## src/rtl/ms108_pkg.sv

```systemverilog
// Shared encodings for the multicycle controller: opcodes, ALU ops, FSM states,
// and datapath mux selects.
package ms108_pkg;

  localparam logic [3:0] ALU_LW    = 4'b0000;
  localparam logic [3:0] ALU_SW    = 4'b0001;
  localparam logic [3:0] ALU_LI    = 4'b0010;
  localparam logic [3:0] ALU_ADDU  = 4'b0011;
  localparam logic [3:0] ALU_ADDIU = 4'b0100;
  localparam logic [3:0] ALU_SLL   = 4'b0101;
  localparam logic [3:0] ALU_J     = 4'b0110;
  localparam logic [3:0] ALU_BGE   = 4'b0111;
  localparam logic [3:0] ALU_MUL   = 4'b1000;
  localparam logic [3:0] ALU_MULI  = 4'b1001;

  localparam logic [2:0] OP_ADD = 3'b000;
  localparam logic [2:0] OP_MUL = 3'b001;
  localparam logic [2:0] OP_SLL = 3'b010;
  localparam logic [2:0] OP_BGE = 3'b011;

  typedef enum logic [2:0] {
    ST_FETCH  = 3'd0,
    ST_DECODE = 3'd1,
    ST_EXEC   = 3'd2,
    ST_MEM    = 3'd3,
    ST_WB     = 3'd4,
    ST_TRAP   = 3'd7
  } state_t;

  localparam logic [1:0] PC_SRC_SEQ    = 2'd0;
  localparam logic [1:0] PC_SRC_BRANCH = 2'd1;
  localparam logic [1:0] PC_SRC_JUMP   = 2'd2;

  localparam logic WB_SEL_ALU = 1'b0;
  localparam logic WB_SEL_MEM = 1'b1;

endpackage

```

## src/rtl/ctrl_decode.sv

```systemverilog
// Opcode classifier: turns the 4-bit opcode into instruction class flags and
// the ALU operation used during EXEC.
module ctrl_decode
  import ms108_pkg::*;
(
  input  logic [3:0] opcode,
  output logic       is_mem,
  output logic       is_store,
  output logic       is_mul,
  output logic       is_branch,
  output logic       is_jump,
  output logic       writes_reg,
  output logic       uses_imm,
  output logic       illegal,
  output logic [2:0] alu_op
);

  always_comb begin
    is_mem     = 1'b0;
    is_store   = 1'b0;
    is_mul     = 1'b0;
    is_branch  = 1'b0;
    is_jump    = 1'b0;
    writes_reg = 1'b0;
    uses_imm   = 1'b0;
    illegal    = 1'b0;
    alu_op     = OP_ADD;
    case (opcode)
      ALU_LW:    begin is_mem = 1'b1; writes_reg = 1'b1; uses_imm = 1'b1; end
      ALU_SW:    begin is_mem = 1'b1; is_store = 1'b1; uses_imm = 1'b1; end
      ALU_LI:    begin writes_reg = 1'b1; uses_imm = 1'b1; end
      ALU_ADDU:  begin writes_reg = 1'b1; end
      ALU_ADDIU: begin writes_reg = 1'b1; uses_imm = 1'b1; end
      ALU_SLL:   begin writes_reg = 1'b1; uses_imm = 1'b1; alu_op = OP_SLL; end
      ALU_J:     begin is_jump = 1'b1; uses_imm = 1'b1; end
      ALU_BGE:   begin is_branch = 1'b1; alu_op = OP_BGE; end
      ALU_MUL:   begin is_mul = 1'b1; writes_reg = 1'b1; alu_op = OP_MUL; end
      ALU_MULI:  begin is_mul = 1'b1; writes_reg = 1'b1; uses_imm = 1'b1; alu_op = OP_MUL; end
      default:   illegal = 1'b1;
    endcase
  end

endmodule

```

## src/rtl/multicycle_ctrl.sv

```systemverilog
// Multicycle CPU control FSM: FETCH/DECODE/EXEC/MEM/WB sequencing with a
// multi-cycle multiply hold in EXEC and an absorbing TRAP for illegal opcodes.
module multicycle_ctrl
  import ms108_pkg::*;
#(
  parameter int unsigned MUL_CYCLES = 4
) (
  input  logic        clk_i,
  input  logic        rst_i,
  input  logic [31:0] IR_i,
  input  logic        mem_ready_i,
  input  logic        bge_taken_i,
  output logic        mem_req_o,
  output logic        mem_we_o,
  output logic        ir_we_o,
  output logic        pc_we_o,
  output logic [1:0]  pc_src_o,
  output logic [2:0]  alu_op_o,
  output logic        alu_src_o,
  output logic        reg_we_o,
  output logic        wb_sel_o,
  output logic [2:0]  state_o,
  output logic        illegal_o
);

  state_t     state, state_nxt;
  logic [3:0] mul_cnt;
  logic [3:0] opcode;
  logic       unused_ir;

  logic       is_mem, is_store, is_mul, is_branch, is_jump;
  logic       writes_reg, uses_imm, illegal;
  logic [2:0] alu_op;
  logic       exec_done;

  assign opcode    = IR_i[31:28];
  assign unused_ir = ^IR_i[27:0];

  ctrl_decode u_decode (
    .opcode     (opcode),
    .is_mem     (is_mem),
    .is_store   (is_store),
    .is_mul     (is_mul),
    .is_branch  (is_branch),
    .is_jump    (is_jump),
    .writes_reg (writes_reg),
    .uses_imm   (uses_imm),
    .illegal    (illegal),
    .alu_op     (alu_op)
  );

  assign exec_done = !is_mul || (mul_cnt == 4'(MUL_CYCLES - 1));

  // EXEC is only ever entered from DECODE, so clearing outside EXEC equals clearing on entry.
  always_ff @(posedge clk_i) begin
    if (rst_i) begin
      state   <= ST_FETCH;
      mul_cnt <= '0;
    end else begin
      state   <= state_nxt;
      mul_cnt <= (state == ST_EXEC) ? mul_cnt + 4'd1 : '0;
    end
  end

  always_comb begin
    state_nxt = state;
    case (state)
      ST_FETCH:  if (mem_ready_i) state_nxt = ST_DECODE;
      ST_DECODE: state_nxt = illegal ? ST_TRAP : ST_EXEC;
      ST_EXEC: begin
        if (exec_done) begin
          if (is_mem)          state_nxt = ST_MEM;
          else if (writes_reg) state_nxt = ST_WB;
          else                 state_nxt = ST_FETCH;
        end
      end
      ST_MEM:    if (mem_ready_i) state_nxt = is_store ? ST_FETCH : ST_WB;
      ST_WB:     state_nxt = ST_FETCH;
      ST_TRAP:   state_nxt = ST_TRAP;
      default:   state_nxt = ST_FETCH;
    endcase
  end

  always_comb begin
    mem_req_o = 1'b0;
    mem_we_o  = 1'b0;
    ir_we_o   = 1'b0;
    pc_we_o   = 1'b0;
    pc_src_o  = PC_SRC_SEQ;
    alu_op_o  = OP_ADD;
    alu_src_o = 1'b0;
    reg_we_o  = 1'b0;
    wb_sel_o  = WB_SEL_ALU;
    illegal_o = 1'b0;
    state_o   = rst_i ? '0 : state;
    if (!rst_i) begin
      case (state)
        ST_FETCH: begin
          mem_req_o = 1'b1;
          ir_we_o   = mem_ready_i;
          pc_we_o   = mem_ready_i;
        end
        ST_EXEC: begin
          alu_op_o  = alu_op;
          alu_src_o = uses_imm;
          if (is_jump) begin
            pc_we_o  = 1'b1;
            pc_src_o = PC_SRC_JUMP;
          end else if (is_branch) begin
            pc_we_o  = bge_taken_i;
            pc_src_o = PC_SRC_BRANCH;
          end
        end
        ST_MEM: begin
          mem_req_o = 1'b1;
          mem_we_o  = is_store;
        end
        ST_WB: begin
          reg_we_o = 1'b1;
          wb_sel_o = (is_mem && !is_store) ? WB_SEL_MEM : WB_SEL_ALU;
        end
        ST_TRAP:  illegal_o = 1'b1;
        default: ;
      endcase
    end
  end

endmodule

```

## config.mk

```make
export PLATFORM = sky130hd
export DESIGN_NAME = multicycle_ctrl
export DESIGN_NICKNAME = d
export VERILOG_FILES = /design/src/rtl/ms108_pkg.sv /design/src/rtl/ctrl_decode.sv /design/src/rtl/multicycle_ctrl.sv
export SDC_FILE = /design/constraint.sdc
export NUM_CORES = 1
export LEC_CHECK = 0
export CAP_MARGIN = 20
export CORE_MARGIN = 10
export CORE_UTILIZATION = 37
export CTS_BUF_LIST = sky130_fd_sc_hd__clkbuf_8
export DETAILED_ROUTE_END_ITERATION = 10
export GPL_TIMING_DRIVEN = 0
export PLACE_DENSITY = 0.88
export SYNTH_ARGS = -nofsm -noshare
export SYNTH_HDL_FRONTEND = slang
export SYNTH_SLANG_ARGS = --single-unit
```

## constraint.sdc

```tcl
create_clock -name clk_i -period 2.7 [get_ports clk_i]
set_input_delay 0.405 -clock clk_i [delete_from_list [all_inputs] [get_ports clk_i]]
set_output_delay 0.405 -clock clk_i [all_outputs]
set_load 0.005 [all_outputs]
```

# Word-level counts from Yosys, hierarchy flattened
# Cells that the tools add are included.
# totals
elab_cells	78
inputBits	36
regBits	7
# classes
reduce_logical	14
n_eq_ne	18
bitwise_logic	1
n_addsub	1
n_mux	42
# op_table
operator	n
$mux 3	10
$mux 1	26
$eq 4x3->1 const B	4
$pmux 3 s5	1
$reduce_or 7->1	2
$eq 4x2->1 const B	3
$reduce_or 10->1	1
$eq 4x4->1 const B	2
$reduce_or 2->1	4
$eq 3x2->1 const B	2
$eq 3x3->1 const B	2
$mux 2	3
$ne 2x2->1 const B	3
$pmux 2 s3	1
$add 4x1->4 const B	1
$eq 4x1->1 const B	1
$logic_not 4->1	1
$eq 3x1->1 const B	1
$logic_not 3->1	1
$reduce_and 3->1	1
$logic_not 1->1	2
$pmux 1 s2	1
$logic_and 1x1->1	1
$logic_or 1x1->1	1
$not 1->1	1

# Depth between registers and ports, before layout
# Gate-level depths: netlist (run 1).
# logic_depth
depth_word	7
mapped_depth	6
depth_no_buf	5

# By module
# A second synthesis (run 1) with hierarchy kept.
# hier_totals
hier_cells	83
area_unflattened_um2	604.3
# by_module_without_submodules
module	seq_area_each_um2	area_per_inst_um2	instances	cells_per_inst
multicycle_ctrl	140.1	493.0	1	67
ctrl_decode	0.0	111.4	1	16

# Least setup slack after synthesis (run 1)
# Ideal clock, no wire load.
# synth_timing
path_type	reg2out
startpoint	register state[2]
endpoint	output alu_src_o
required_time_ns	2.295
path_buffers	2
stages_incl_launch_ff	6
arrival_time_ns	1.228
path_slack_ns	1.067
cell_sequence	dfxtp_1 buf_6 nand2b_4 or3_1 clkbuf_1 a221oi_1
# synth_between
elab_chain_len	3
# synth_lines
element	line_no	source
start, declared	multicycle_ctrl.sv:26	state_t state, state_nxt;
start signal, assigned	multicycle_ctrl.sv:60	state <= state_nxt;
$eq 3x2->1	multicycle_ctrl.sv:97	case (state)
$mux 1	multicycle_ctrl.sv:97	
$mux 1	multicycle_ctrl.sv:96	if (!rst_i) begin
end, declared	multicycle_ctrl.sv:19	output logic alu_src_o,
# Every way passes these cells.

# Final worst setup path (run 1)
# layout_timing
startpoint	input IR_i[30]
endpoint	output wb_sel_o
# layout_between
elab_chain_len	7
word_cells_on_any_way	10
cone_classes	eq/ne: 1; mux: 5; reduce/logical: 4
# layout_lines
element	line_no	source
start, declared	multicycle_ctrl.sv:10	input logic [31:0] IR_i,
$eq 4x1->1 / $logic_not 4->1 (equally long branches)	ctrl_decode.sv:28	case (opcode)
$reduce_or 2->1 (no source line) / $mux 1 (equally long branches)	--	
$mux 1 / $logic_not 1->1 (equally long branches)	ctrl_decode.sv:28, multicycle_ctrl.sv:120	
$logic_and 1x1->1 *	multicycle_ctrl.sv:120	wb_sel_o = (is_mem && !is_store) ? WB_SEL_MEM : WB_SEL_ALU;
$mux 1 *	multicycle_ctrl.sv:120	
$mux 1 *	multicycle_ctrl.sv:97	
$mux 1 *	multicycle_ctrl.sv:96	
end, declared	multicycle_ctrl.sv:21	output logic wb_sel_o,
# Mark *: on every way between the ends. The rest lies on a longest branch, timed or not.

==> flow_summary.toml, run 1 <==
[clock_tree]
cts_inserted_buffers = 3
clock_latency_ns = 0.22
cts_setup_buffers = 0
clk_pin_slew_ns = 0.04
cts-root-buf = "clkbuf_8"
cts_tree = "done"
post_cts_resize_count = 0
cts.sinks = 7
clockBufferDepth = 2
h-tree-depth = 1
ctsHoldBuffers = 0

[synthesis]
yosys.area.top_type = "dfxtp_1"
ys_warn_count = 0
synth.distinct_cells = 42
synth_edf_count = 0
ys_dominant_reg_cell = "dfxtp_1"
ys_seq_area_share_pct = 20.8
syn_nets = 128
synth_most_common_cell = "nor2_1"
synth_top_cell_area_share_pct = 20.8
netlist_area_um2 = 673
syn_area_per_cell_um2 = 7.40
synthTopCellsByArea = "dfxtp_1 (21%), nor2_1 (5.0%), nor2b_1 (4.6%), buf_2 (3.7%), buf_6 (3.3%)"
async_reset_ff_share_pct = 0
synth_common_cells = "nor2_1 (9), dfxtp_1 (7), buf_2 (5), nor2b_1 (5)"
syn_inst = 91
synth_seq_cells = 7

[pwr]
p_leak_nw = 0.366
seqPwrFrac_pct = 24.7
p_int_w = 0.000324
p_sw_w = 0.000163
switching_share_pct = 33.4
p_comb_share_pct = 46.6
ir_drop_uv = 414
clock_power_share_pct = 28.7
power_density_nw_per_um2 = 497

[sta]
final.min_clock_period_ns = 2.62
hold_viol = 0
rsz0062_at_grt = "false"
slew_viol_final = 0
layout_setup_ws_ns = 0.0827
clock_skew_ns = 0.00275
fin_tns_setup_ns = 0
setup_viol = 0
fmaxAchievable_mhz = 382
post-route-period-util_pct = 96.9

[drt]
post-route-drc-count = 0
avgViaCountPerCell = 5.08
wl_mm = 1.81
drt_iter0_drc = 20
first_pass_iters = 4
via_count = 716
antenna_left = 0
wire_per_inst_um = 12.8

[floorplanning]
io_pins = 52
initial_core_util_pct = 39.0
core_um2 = 1730
die_h_um = 62.7
rows = 15
dieArea_um2 = 3930
die_x_um = 62.7

[run]
cap_viol_max_count = 0

[global_routing]
grt_pass1_wl_mm = 3.22
first_global_vias = 723
overflow = 0
grt_max_degree = 11
antenna_found_initial = 0
track_usage_pct = 9.54

[setup_path]
crit_required_ns = 2.30
crit_top_cell = "clkdlybuf4s50_1"
path_class = "input port to primary output"
endpoint_kind = "primary output"
worstPathCellList = "clkdlybuf4s50_1 -> clkbuf_4 -> or3_1 -> nor3b_1 -> clkdlybuf4s50_1"
critPathMaxStageDelay_ns = 0.53
start_kind = "input port"
cp_slowest_cell = "clkdlybuf4s50_1"
worstPathArrival_ns = 2.21
cp_max_fo = 10

[layout]
n_antenna_cell = 0
nNetsFinal = 154
nFillCells = 177
layout.cells.non_filler = 141
drive_gt1_share_pct = 14.7
area_growth_pct = 45.5
utilization_pct = 56.7

[placement]
port_buffers = 21
place.detailed.hpwl_mm = 1.40
place.gp.congestion = 0.853
dp.cells = 137
preCtsSetupSlack_ns = 0.0407

[status]
status = "completed"

[worst_hold_path]
holdCritPathClass = "flop to flop"
==> path summary, 6_finish.rpt <==
path                         start               endpoint  slack (ns)  cells after the start
min reg2reg  mul_cnt[0]$_SDFF_PP0_  mul_cnt[0]$_SDFF_PP0_        0.46                      1
max                       IR_i[30]               wb_sel_o        0.08                      5
max reg2reg  mul_cnt[0]$_SDFF_PP0_  state[0]$_SDFFE_PP0P_        1.24                      5
min          mul_cnt[0]$_SDFF_PP0_  mul_cnt[0]$_SDFF_PP0_        0.46                      1
==> area by class of cell <==
| cell class | count | area [um^2] | share of cell area [%] |
|---|---|---|---|
| Clock buffer | 3 | 41.3 | 4.21 |
| Buffer | 12 | 72.6 | 7.41 |
| Inverter | 2 | 7.51 | 0.766 |
| Tap cell | 25 | 31.3 | 3.19 |
| Sequential cell | 7 | 140 | 14.3 |
| Multi-Input combinational cell | 70 | 470 | 48.0 |
| Clock inverter | 1 | 3.75 | 0.383 |
| Timing Repair Buffer | 21 | 213 | 21.7 |
==> registers in the layout, summed over array words and instances, names as in the netlist <==
register and count:
mul_cnt 4, state 3
==> layer usage <==
layer  GRT usage [%]  wire (um)
met1            11.3        809
met2            14.0        762
met3            6.09        240
met4            2.23          0
met5               0          0
==> worst max-delay path, delay by kind of cell <==
family | cells | cell delay (ns)
buf+inv | 3 | 1.18
simple gates | 2 | 0.63
==> cells in the final DEF (no fill, tap or decap), types with 3 or more instances in the layout <==
cell,instances
clkbuf_8,3
a21oi_1,3
nand3_1,4
nand2_1,4
clkbuf_1,4
nor2b_1,5
nor2_1,9
clkdlybuf4s50_1,20
inv_1,3
or3_1,3
nor3b_1,3
buf_2,4
nor3_1,3
dfxtp_1,7
==> power by group through the flow <==
stage	sequential [W]	clock, W	combinational (W)
floorplan	0.000121	0	0.000150
global placement	0.000121	0	0.000216
detailed placement	0.000122	0	0.000222
CTS	0.000120	0.000143	0.000223
global route	0.000121	0.000149	0.000253
finish	0.000120	0.000140	0.000227
==> logic make-up after synthesis <==
logic type      synth area share, %
simple gates                   39.6
xor+xnor                       5.21
mux                            1.49
fa+ha+maj                      1.86
compound gates                 19.0
flops                          20.8
other cells                   0.557
buf+inv                        11.5
==> per-stage QoR <==
step	cell area, um^2	total power [W]	hold slack, ns
final	980	0.000487	0.455
after global routing	980	0.000524	0.490
after CTS	960	0.000486	0.460
after detailed placement	915	0.000343	0.435
after global placement	915	0.000338	0.426
after floorplan	673	0.000271	0.418
Power figures use the tool's default switching activity.
==> run 2: changes to the inputs <==
--- a/config.mk
+++ b/config.mk
@@ -9,6 +9,7 @@
 export CORE_MARGIN = 10
 export CORE_UTILIZATION = 37
 export CTS_BUF_LIST = sky130_fd_sc_hd__clkbuf_8
+export CTS_CLUSTER_SIZE = 14
 export DETAILED_ROUTE_END_ITERATION = 10
 export GPL_TIMING_DRIVEN = 0
 export PLACE_DENSITY = 0.88
==> results of run 2 <==
No change in the layout: final DEF, timing and power equal those of run 1.
==> run 3: changes to the inputs <==
--- a/config.mk
+++ b/config.mk
@@ -5,7 +5,6 @@
 export SDC_FILE = /design/constraint.sdc
 export NUM_CORES = 1
 export LEC_CHECK = 0
-export CAP_MARGIN = 20
 export CORE_MARGIN = 10
 export CORE_UTILIZATION = 37
 export CTS_BUF_LIST = sky130_fd_sc_hd__clkbuf_8
==> results of run 3 <==
No change in the layout: final DEF, timing and power equal those of run 1.
